**config.mk**
```make
export PLATFORM = sky130hd
export DESIGN_NAME = multicycle_controller
export DESIGN_NICKNAME = d
export VERILOG_FILES = /design/src/rtl/multicycle_controller.sv
export SDC_FILE = /design/constraint.sdc
export NUM_CORES = 1
export LEC_CHECK = 0
export ABC_AREA = 1
export CAP_MARGIN = 20
export CORE_MARGIN = 1
export CORE_UTILIZATION = 38
export CTS_CLUSTER_SIZE = 25
export DETAILED_ROUTE_END_ITERATION = 10
export HOLD_SLACK_MARGIN = 0.08
export PLACE_DENSITY = 0.84
export RECOVER_POWER = 50
export SYNTH_ARGS = -nofsm -noshare
export SYNTH_HDL_FRONTEND = slang
export SYNTH_SLANG_ARGS = --single-unit
```
**constraint.sdc**
```tcl
create_clock -name clk -period 2.6 [get_ports clk]
set_clock_uncertainty 0.05 [all_clocks]
set_input_delay 0.52 -clock clk [delete_from_list [all_inputs] [get_ports clk]]
set_output_delay 0.52 -clock clk [all_outputs]
set_load 0.01 [all_outputs]
```
**src/rtl/multicycle_controller.sv**
```systemverilog
// multicycle_controller: Moore sequencer for the multi-cycle RV32I core.
// Steps fetch / decode / execute / memory / writeback one micro-step per
// cycle and drives every datapath enable, mux select and ALU operation.
// Also holds alu_decoder, which maps alu_op/funct3/funct7/op[5] onto the
// 3-bit ALU control code.

module alu_decoder (
  input  logic [1:0] alu_op,
  input  logic [2:0] funct3,
  input  logic [6:0] funct7,
  input  logic       opb5,
  output logic [2:0] alu_control
);

  // Only funct7[5] separates add from sub; the other bits are folded here
  // so they are not left dangling.
  logic unused_funct7;
  assign unused_funct7 = ^{funct7[6], funct7[4:0]};

  // ALU control: 000 add, 001 sub, 010 and, 011 or, 101 slt
  always_comb begin
    alu_control = 3'b000;
    case (alu_op)
      2'b00:   alu_control = 3'b000;
      2'b01:   alu_control = 3'b001;
      default: begin
        case (funct3)
          3'b000:  alu_control = (funct7[5] & opb5) ? 3'b001 : 3'b000;
          3'b010:  alu_control = 3'b101;
          3'b110:  alu_control = 3'b011;
          3'b111:  alu_control = 3'b010;
          default: alu_control = 3'b000;
        endcase
      end
    endcase
  end

endmodule

module multicycle_controller (
  input  logic       clk,
  input  logic       rst,
  input  logic [6:0] op,
  input  logic [2:0] funct3,
  input  logic [6:0] funct7,
  input  logic       zero,
  input  logic       mem_ready,
  output logic       pc_write,
  output logic       adr_src,
  output logic       mem_write,
  output logic       ir_write,
  output logic       reg_write,
  output logic [1:0] result_src,
  output logic [1:0] alu_src_a,
  output logic [1:0] alu_src_b,
  output logic [1:0] imm_src,
  output logic [2:0] alu_control,
  output logic       instr_done,
  output logic       illegal_op
);

  typedef enum logic [3:0] {
    S_FETCH    = 4'd0,
    S_DECODE   = 4'd1,
    S_MEMADR   = 4'd2,
    S_MEMREAD  = 4'd3,
    S_MEMWB    = 4'd4,
    S_MEMWRITE = 4'd5,
    S_EXECUTER = 4'd6,
    S_ALUWB    = 4'd7,
    S_EXECUTEI = 4'd8,
    S_JAL      = 4'd9,
    S_BEQ      = 4'd10
  } state_t;

  localparam logic [6:0] OP_LW   = 7'b0000011;
  localparam logic [6:0] OP_SW   = 7'b0100011;
  localparam logic [6:0] OP_R    = 7'b0110011;
  localparam logic [6:0] OP_I    = 7'b0010011;
  localparam logic [6:0] OP_JAL  = 7'b1101111;
  localparam logic [6:0] OP_BEQ  = 7'b1100011;

  state_t     state_q, state_d;
  logic [1:0] alu_op;
  logic       pc_update;
  logic       branch;

  // State register; reset always returns to FETCH
  always_ff @(posedge clk) begin
    if (rst) state_q <= S_FETCH;
    else     state_q <= state_d;
  end

  // Per-state outputs and next state; reset masks every strobe and shows
  // the FETCH selects so the datapath sees a benign configuration.
  always_comb begin
    state_d    = S_FETCH;
    pc_update  = 1'b0;
    branch     = 1'b0;
    adr_src    = 1'b0;
    mem_write  = 1'b0;
    ir_write   = 1'b0;
    reg_write  = 1'b0;
    result_src = 2'b00;
    alu_src_a  = 2'b00;
    alu_src_b  = 2'b00;
    alu_op     = 2'b00;
    instr_done = 1'b0;
    illegal_op = 1'b0;
    case (state_q)
      S_FETCH: begin
        alu_src_b  = 2'b10;
        result_src = 2'b10;
        if (mem_ready) begin
          ir_write  = 1'b1;
          pc_update = 1'b1;
          state_d   = S_DECODE;
        end else begin
          state_d   = S_FETCH;
        end
      end
      S_DECODE: begin
        // old_pc + imm lands in alu_out for a possible branch
        alu_src_a = 2'b01;
        alu_src_b = 2'b01;
        case (op)
          OP_LW, OP_SW: state_d = S_MEMADR;
          OP_R:         state_d = S_EXECUTER;
          OP_I:         state_d = S_EXECUTEI;
          OP_JAL:       state_d = S_JAL;
          OP_BEQ:       state_d = S_BEQ;
          default: begin
            state_d    = S_FETCH;
            illegal_op = 1'b1;
          end
        endcase
      end
      S_MEMADR: begin
        alu_src_a = 2'b10;
        alu_src_b = 2'b01;
        state_d   = (op == OP_LW) ? S_MEMREAD : S_MEMWRITE;
      end
      S_MEMREAD: begin
        adr_src = 1'b1;
        state_d = mem_ready ? S_MEMWB : S_MEMREAD;
      end
      S_MEMWB: begin
        result_src = 2'b01;
        reg_write  = 1'b1;
        instr_done = 1'b1;
      end
      S_MEMWRITE: begin
        // strobe held for the whole wait so memory sees a stable request
        adr_src   = 1'b1;
        mem_write = 1'b1;
        if (mem_ready) begin
          instr_done = 1'b1;
          state_d    = S_FETCH;
        end else begin
          state_d    = S_MEMWRITE;
        end
      end
      S_EXECUTER: begin
        alu_src_a = 2'b10;
        alu_op    = 2'b10;
        state_d   = S_ALUWB;
      end
      S_EXECUTEI: begin
        alu_src_a = 2'b10;
        alu_src_b = 2'b01;
        alu_op    = 2'b10;
        state_d   = S_ALUWB;
      end
      S_ALUWB: begin
        reg_write  = 1'b1;
        instr_done = 1'b1;
      end
      S_JAL: begin
        // PC <- target held in alu_out while ALU forms old_pc + 4 as link
        alu_src_a = 2'b01;
        alu_src_b = 2'b10;
        pc_update = 1'b1;
        state_d   = S_ALUWB;
      end
      S_BEQ: begin
        alu_src_a  = 2'b10;
        alu_op     = 2'b01;
        branch     = 1'b1;
        instr_done = 1'b1;
      end
      default: state_d = S_FETCH;
    endcase

    pc_write = pc_update | (branch & zero);

    if (rst) begin
      state_d    = S_FETCH;
      pc_write   = 1'b0;
      mem_write  = 1'b0;
      ir_write   = 1'b0;
      reg_write  = 1'b0;
      instr_done = 1'b0;
      illegal_op = 1'b0;
      adr_src    = 1'b0;
      result_src = 2'b10;
      alu_src_a  = 2'b00;
      alu_src_b  = 2'b10;
      alu_op     = 2'b00;
    end
  end

  // Immediate format follows the opcode regardless of state
  always_comb begin
    case (op)
      OP_SW:   imm_src = 2'b01;
      OP_BEQ:  imm_src = 2'b10;
      OP_JAL:  imm_src = 2'b11;
      default: imm_src = 2'b00;
    endcase
  end

  alu_decoder u_alu_decoder (
    .alu_op      (alu_op),
    .funct3      (funct3),
    .funct7      (funct7),
    .opb5        (op[5]),
    .alu_control (alu_control)
  );

endmodule

```
==> impl_metrics.json, run 1 <==
{
  "ff_latch_area_um2": 80.1,
  "setup_viol": 0,
  "yosysTopAreaCell": "nand2_1",
  "pin_count": 39,
  "drc": 0,
  "slew-limit-headroom_pct": 77.3,
  "num_rows": 13,
  "multi_input_area_um2": 425,
  "power_per_cell_area_nw_per_um2": 221,
  "htreeDepth": 1,
  "fp.dieW_um": 41.3,
  "synth_most_common_cell": "nand2_1",
  "dominantRegCellSynth": "dfxtp_1",
  "status": "finished, final reports clean",
  "wl_um": 1890,
  "clk_latency_ns": 0.24,
  "dr.pass1.iters": 4,
  "ant_nets": 0,
  "hpwl_um": 1510,
  "finalMaxSlewViolations": 0,
  "root_buffer": "clkbuf_4",
  "cp_data_required_time_ns": 2.03,
  "critPathMaxStageDelay_ns": 0.53,
  "synth.distinct_cells": 21,
  "worstSetupPathType": "input pin to output port",
  "async_flop_share_pct": 0,
  "syn_avg_cell_area_um2": 5.16,
  "overflow": 0,
  "fin_cells": 175,
  "syn-num-nets": 135,
  "syn_inst": 114,
  "dieArea_um2": 1710,
  "clk_path_buf_depth": 2,
  "post_drt_wl_per_cell_um": 10.8,
  "critical_path.startpoint_type": "input pin",
  "cp_slowest_cell": "clkdlybuf4s50_1",
  "routabilityCongestion": 0.772,
  "initialDrtViolationCount": 16,
  "grt_pass1_wl_um": 2820,
  "postCtsSetupBuffers": 0,
  "post-route-util_pct": 74.2,
  "vias": 860,
  "layout.nets": 183,
  "portBuffers": 32,
  "yosysSeqAreaShare_pct": 13.6,
  "leakagePower_uw": 0.000539,
  "area_growth_syn_to_layout_pct": 72.3,
  "cts_made_buffers": 3,
  "initial_core_util_pct": 43.0,
  "cts_tree": "yes",
  "antenna_cells": 0,
  "grt_start_max_net_pins": 6,
  "yosysTopAreaCellShare_pct": 21.7,
  "path_max_fanout": 4,
  "clkSinkCount": 4,
  "routed_via_density": 4.91,
  "min_path_type": "register to register",
  "largest_registers": "state_q (4)",
  "max_freq_mhz": 397,
  "track_usage_pct": 25.6,
  "synth_edf_count": 0,
  "first_global_vias": 731,
  "top_register": "state_q",
  "cts.clk_slew.worst_paths_ns": 0.03,
  "rsz0062_at_grt": "false",
  "placedCellCount": 172,
  "synth_area_um2": 588,
  "worstPathArrival_ns": 1.95,
  "drv_cap": 0,
  "finalCriticalPeriod_ns": 2.52,
  "largest_reg_flops": 4,
  "period_share_pct": 96.9,
  "ys_ff_latch": 4,
  "n_fill_cell": 130,
  "antenna_found_initial": 0,
  "layout-drive-gt1-share_pct": 17.5,
  "hold_viol_final": 0,
  "die_height_um": 41.3,
  "endpoint_kind": "output port",
  "synthTopCellsByCount": "34 x nand2_1, 19 x inv_1, 18 x nor2_1",
  "crit_chain": "clkdlybuf4s50_1, inv_2, nand2_1, nor2_1, nand2_1, nand3_1, clkdlybuf4s50_1",
  "core_um2": 1370,
  "yosysWarnings": 0,
  "tightest_slew_ns": 0.338,
  "ys_top_cells_by_area": "nand2_1 22%, dfxtp_1 14%, inv_1 12%",
  "ir_worst_vdd_v": 0.000289
}
## cells by family (layout without fill, tap and decap cells)
family,after synthesis,count (layout),share of synthesized area [%]
flip-flops,4,4,13.6
AO/OA/AOI/OAI,10,10,9.36
buffers and inverters,22,68,14.0
AND/OR/NAND/NOR,78,78,63.0
## report_power, final
part / leakage [µW] / internal, µW / total (µW) / switching [µW]
clock network: 0.0000138 / 51.7 / 77.8 / 26.1
registers: 0.0000325 / 62.9 / 64.3 / 1.32
logic: 0.000493 / 44.2 / 81.4 / 37.2
## cell usage in the layout, fill, tap and decap left out
| cell type | Yosys | routed |
|---|---|---|
| buf_4 | 0 | 10 |
| nand2_2 | 2 | 2 |
| dlygate4sd2_1 | 0 | 2 |
| inv_2 | 3 | 3 |
| nand3_2 | 1 | 1 |
| nor4_2 | 1 | 1 |
| o21ai_0 | 3 | 3 |
| clkbuf_1 | 0 | 3 |
| a31oi_1 | 2 | 2 |
| a21oi_1 | 3 | 3 |
| o21bai_1 | 1 | 1 |
| nor3_1 | 2 | 2 |
| clkdlybuf4s25_1 | 0 | 2 |
| inv_1 | 19 | 19 |
| nor3b_1 | 1 | 1 |
| nor3b_2 | 1 | 1 |
| dfxtp_1 | 4 | 4 |
| nor2_1 | 18 | 18 |
| nor2_2 | 5 | 5 |
| o21ai_1 | 1 | 1 |
| nor2_4 | 1 | 1 |
| nand2_4 | 1 | 1 |
| nand3_1 | 10 | 10 |
| clkbuf_4 | 0 | 3 |
| nand4_1 | 1 | 1 |
| clkdlybuf4s50_1 | 0 | 21 |
| nand2_1 | 34 | 34 |
| dlygate4sd3_1 | 0 | 5 |
## critical path, delay by kind of cell
family                 cells  cell delay (ns)
AND/OR/NAND/NOR            4             0.35
buffers and inverters      3             1.08
## stage by stage
| stage | instance area (µm²) | TNS [ns] | hold slack (ns) | worst slack [ns] | power, µW |
|---|---|---|---|---|---|
| after global placement | 1010 | -0.0605 | 0.705 | -0.0546 | 146 |
| after floorplan | 588 | 0 | 0.539 | 0.768 | 95.1 |
| after detailed placement | 1010 | -0.0813 | 0.717 | -0.0498 | 148 |
| after CTS | 1030 | 0 | 0.735 | 0.0235 | 227 |
| after global routing | 1010 | 0 | 0.783 | 0.0123 | 243 |
| final | 1010 | 0 | 0.733 | 0.0799 | 223 |
## path summary, 6_finish.rpt
check,start,end,depth (start not counted),slack (ns)
max,rst,instr_done,7,0.08
max reg2reg,state_q[0]$_SDFF_PP0_,state_q[2]$_SDFF_PP0_,9,1.35
min,state_q[3]$_SDFF_PP0_,state_q[3]$_SDFF_PP0_,4,0.73
min reg2reg,state_q[3]$_SDFF_PP0_,state_q[3]$_SDFF_PP0_,4,0.73
## layer usage
layer  share of wire, %  track usage (%)  wire length (µm)  vias to the layer above
met2                 54             51.6              1020                       37
met3                8.2             7.98               155                        0
met4                  0             4.84                 0                        0
li1                   -                -                 -                      448
met5                  0                0                 0                        -
met1                 38             25.0               719                      375
## repair_timing
item                       4_1_cts  5_1_grt
pin swaps                        0        0
gates resized for setup          2        4
hold buffers                     0        0
setup endpoints to repair        2        4
## final cells by class
cell class | count | area share (%)
timing repair buffer | 43 | 37.9
tap | 15 | 1.85
inverter | 22 | 8.15
clock buffer | 3 | 2.22
multi-input combinational | 88 | 42.0
sequential | 4 | 7.90
Power figures use the tool's default switching activity.
==> inputs of run 2 (changes only) <==
Settings changed: PLACE_DENSITY 0.84 to 0.82, RECOVER_POWER 50 to unset, SYNTH_HIERARCHICAL set to 1.
==> run 2 against run 1 <==
Routed wire length fell by 9.4%. Total power decreased by 1.4%. Design area rose by 6.7%. Sequential power is 0.9% lower. Largest cell class unchanged.
==> impl_metrics.json, run 2 <==
{
  "synth_most_common_cell": "nand2_1",
  "hpwl_um": 1460,
  "yosysWarnings": 6,
  "clk_latency_ns": 0.23,
  "largest_registers": "state_q (4)",
  "finalMaxSlewViolations": 0,
  "grt_pass1_wl_um": 2950,
  "worstSetupPathType": "input pin to output port",
  "dieArea_um2": 1790,
  "clkSinkCount": 4,
  "track_usage_pct": 20.7,
  "dr_wl_met2_um": 854,
  "layout-drive-gt1-share_pct": 27.4,
  "dr.pass1.iters": 4,
  "top_register": "state_q",
  "htreeDepth": 1,
  "grt_start_max_net_pins": 9,
  "power_per_cell_area_nw_per_um2": 204,
  "endpoint_kind": "output port",
  "hold_ws_ns": 0.617,
  "cts_hold_buf": 0,
  "area_growth_syn_to_layout_pct": 75.3,
  "intPower_uw": 159,
  "cp_top_family": "buffers and inverters",
  "drv_cap": 0,
  "top_layer": "met4",
  "max_freq_mhz": 396,
  "placedCellCount": 177,
  "drc": 0,
  "critical_path.startpoint_type": "input pin",
  "routed_via_density": 4.78,
  "cts_made_buffers": 3,
  "ant_nets": 0,
  "pwr-share-seq_pct": 28.9,
  "layout.nets": 187,
  "ys_top_cells_by_area": "nand2_1 16%, dfxtp_1 13%, nor2_1 13%",
  "ir_worst_vdd_v": 0.000177,
  "finalCriticalPeriod_ns": 2.53,
  "antenna_cells": 0,
  "rsz0062_at_grt": "false",
  "pin_count": 39,
  "die_height_um": 42.3,
  "critPathMaxStageDelay_ns": 0.52,
  "slew-limit-headroom_pct": 83.2,
  "synth.distinct_cells": 20,
  "path_common_cell": "clkdlybuf4s50_1",
  "synth_edf_count": 0,
  "cp_slowest_cell": "clkdlybuf4s50_1",
  "initialDrtViolationCount": 35,
  "overflow": 0,
  "n_fill_cell": 128,
  "first_global_vias": 819,
  "period_share_pct": 97.2,
  "fp.dieW_um": 42.3,
  "yosysTopAreaCell": "nand2_1",
  "synthTopCellsByCount": "26 x nand2_1, 21 x nor2_1, 18 x inv_1",
  "hold_viol_final": 0,
  "drt-met1-wl_um": 753,
  "root_buffer": "clkbuf_4",
  "tightest_slew_ns": 0.250,
  "clockPowerShare_pct": 33.8,
  "cp.buffers_inverters": 3,
  "power.switching_uw": 61.2,
  "yosysSeqAreaShare_pct": 13.0,
  "ys_ff_latch": 4,
  "initial_core_util_pct": 40.9,
  "cp_data_required_time_ns": 2.03,
  "worstPathArrival_ns": 1.96,
  "clk_path_buf_depth": 2,
  "largest_reg_flops": 4,
  "dominantRegCellSynth": "dfxtp_1",
  "syn_avg_cell_area_um2": 5.23,
  "route.met3.wl_um": 88,
  "synth_area_um2": 617,
  "syn-num-nets": 139,
  "path_max_fanout": 4,
  "routabilityCongestion": 0.843,
  "yosysTopAreaCellShare_pct": 15.8,
  "wl_um": 1710,
  "fin_cells": 180,
  "portBuffers": 32,
  "async_flop_share_pct": 0,
  "leakagePower_uw": 0.000624,
  "cts_tree": "yes",
  "post_drt_wl_per_cell_um": 9.52,
  "syn_inst": 118,
  "cts.clk_slew.worst_paths_ns": 0.03,
  "setup_viol": 0,
  "status": "finished, final reports clean",
  "num_rows": 14,
  "final_cell_mix": "26 x nand2_1, 26 x clkdlybuf4s50_1, 19 x nor2_1",
  "p_comb_share_pct": 37.2,
  "min_path_type": "register to register",
  "antenna_found_initial": 0,
  "crit_chain": "clkdlybuf4s50_1, inv_1, o21ai_0, a21o_1, clkdlybuf4s50_1",
  "vias": 860,
  "core_um2": 1510,
  "p_sw_share_pct": 27.8
}
-- run 2: cell types whose count changed after synthesis, sizes merged, moves of 2 or more --
| cell | previous run | this run |
|---|---|---|
| inv | 22 | 24 |
| o21ai | 4 | 2 |
| nand2 | 37 | 32 |
| nor2 | 24 | 30 |
| a21oi | 3 | 5 |
-- run 2: what timing repair did --
action                                  CTS  global route
cloned                                    0             0
hold endpoints to repair                  0             0
gates resized for setup                   3             9
buffers inserted                          0             0
pin swaps                                 0             1
endpoints found under the setup margin    5             4
-- run 2: final timing paths --
kind / end / depth (start not counted) / slack (ns) / start
setup reg to reg: state_q[2]$_SDFF_PP0_ / 9 / 1.31 / state_q[0]$_SDFF_PP0_
hold reg to reg: state_q[3]$_SDFF_PP0_ / 4 / 0.62 / state_q[3]$_SDFF_PP0_
setup / recovery: instr_done / 5 / 0.07 / mem_ready
hold / removal: state_q[3]$_SDFF_PP0_ / 4 / 0.62 / state_q[3]$_SDFF_PP0_
-- run 2: worst register-to-register path: stages (launching register included) --
cell,delay (ns)
dfxtp_1,0.31
buf_4,0.15
nand2_2,0.12
inv_2,0.06
nand2_2,0.08
nand3_2,0.07
nor2_1,0.13
nand3_1,0.11
nand2_1,0.07
inv_1,0.03
-- run 2: cell families (layout without fill, tap and decap cells) --
logic type / after synthesis / count (layout) / synth area share, %
DFF: 4 / 4 / 13.0
buffers and inverters: 25 / 71 / 15.4
and+or+nand+nor: 78 / 78 / 61.5
AOI/OAI and AO/OA: 11 / 11 / 10.1
-- run 2: final cells by class --
type                       count  area (µm²)  share of cell area, %
multi-input combinational     89         450                   41.7
timing repair buffer          44         414                   38.3
inverter                      24        90.1                   8.33
sequential                     4        83.8                   7.75
clock buffer                   3        22.5                   2.08
tap                           16        20.0                   1.85
-- run 2: per-layer routing --
metal	vias to the layer above	track usage, %
met4	0	8.13
met5	-	0
met2	36	39.1
met3	2	1.29
li1	457	-
met1	365	23.6
-- run 2: per-stage QoR --
stage | TNS [ns] | setup WS (ns) | util (%) | area, µm² | power [µW]
after CTS | 0 | 0.0158 | 70.4 | 1060 | 225
after global placement | -0.0670 | -0.0432 | 69.2 | 1040 | 145
after detailed placement | -0.124 | -0.0409 | 69.2 | 1040 | 147
after global routing | 0 | 0.0247 | 71.8 | 1080 | 237
final | 0 | 0.0716 | 71.8 | 1080 | 220
after floorplan | 0 | 0.716 | - | 617 | 97.3
-- run 2: power by group through the flow --
stage | clock network [µW] | logic (µW) | registers [µW]
floorplan | 0 | 32.0 | 65.3
global placement | 0 | 80.6 | 64.4
detailed placement | 0 | 82.3 | 64.5
CTS | 79.6 | 81.6 | 63.5
global route | 83.3 | 90.3 | 63.8
finish | 74.6 | 82.0 | 63.7
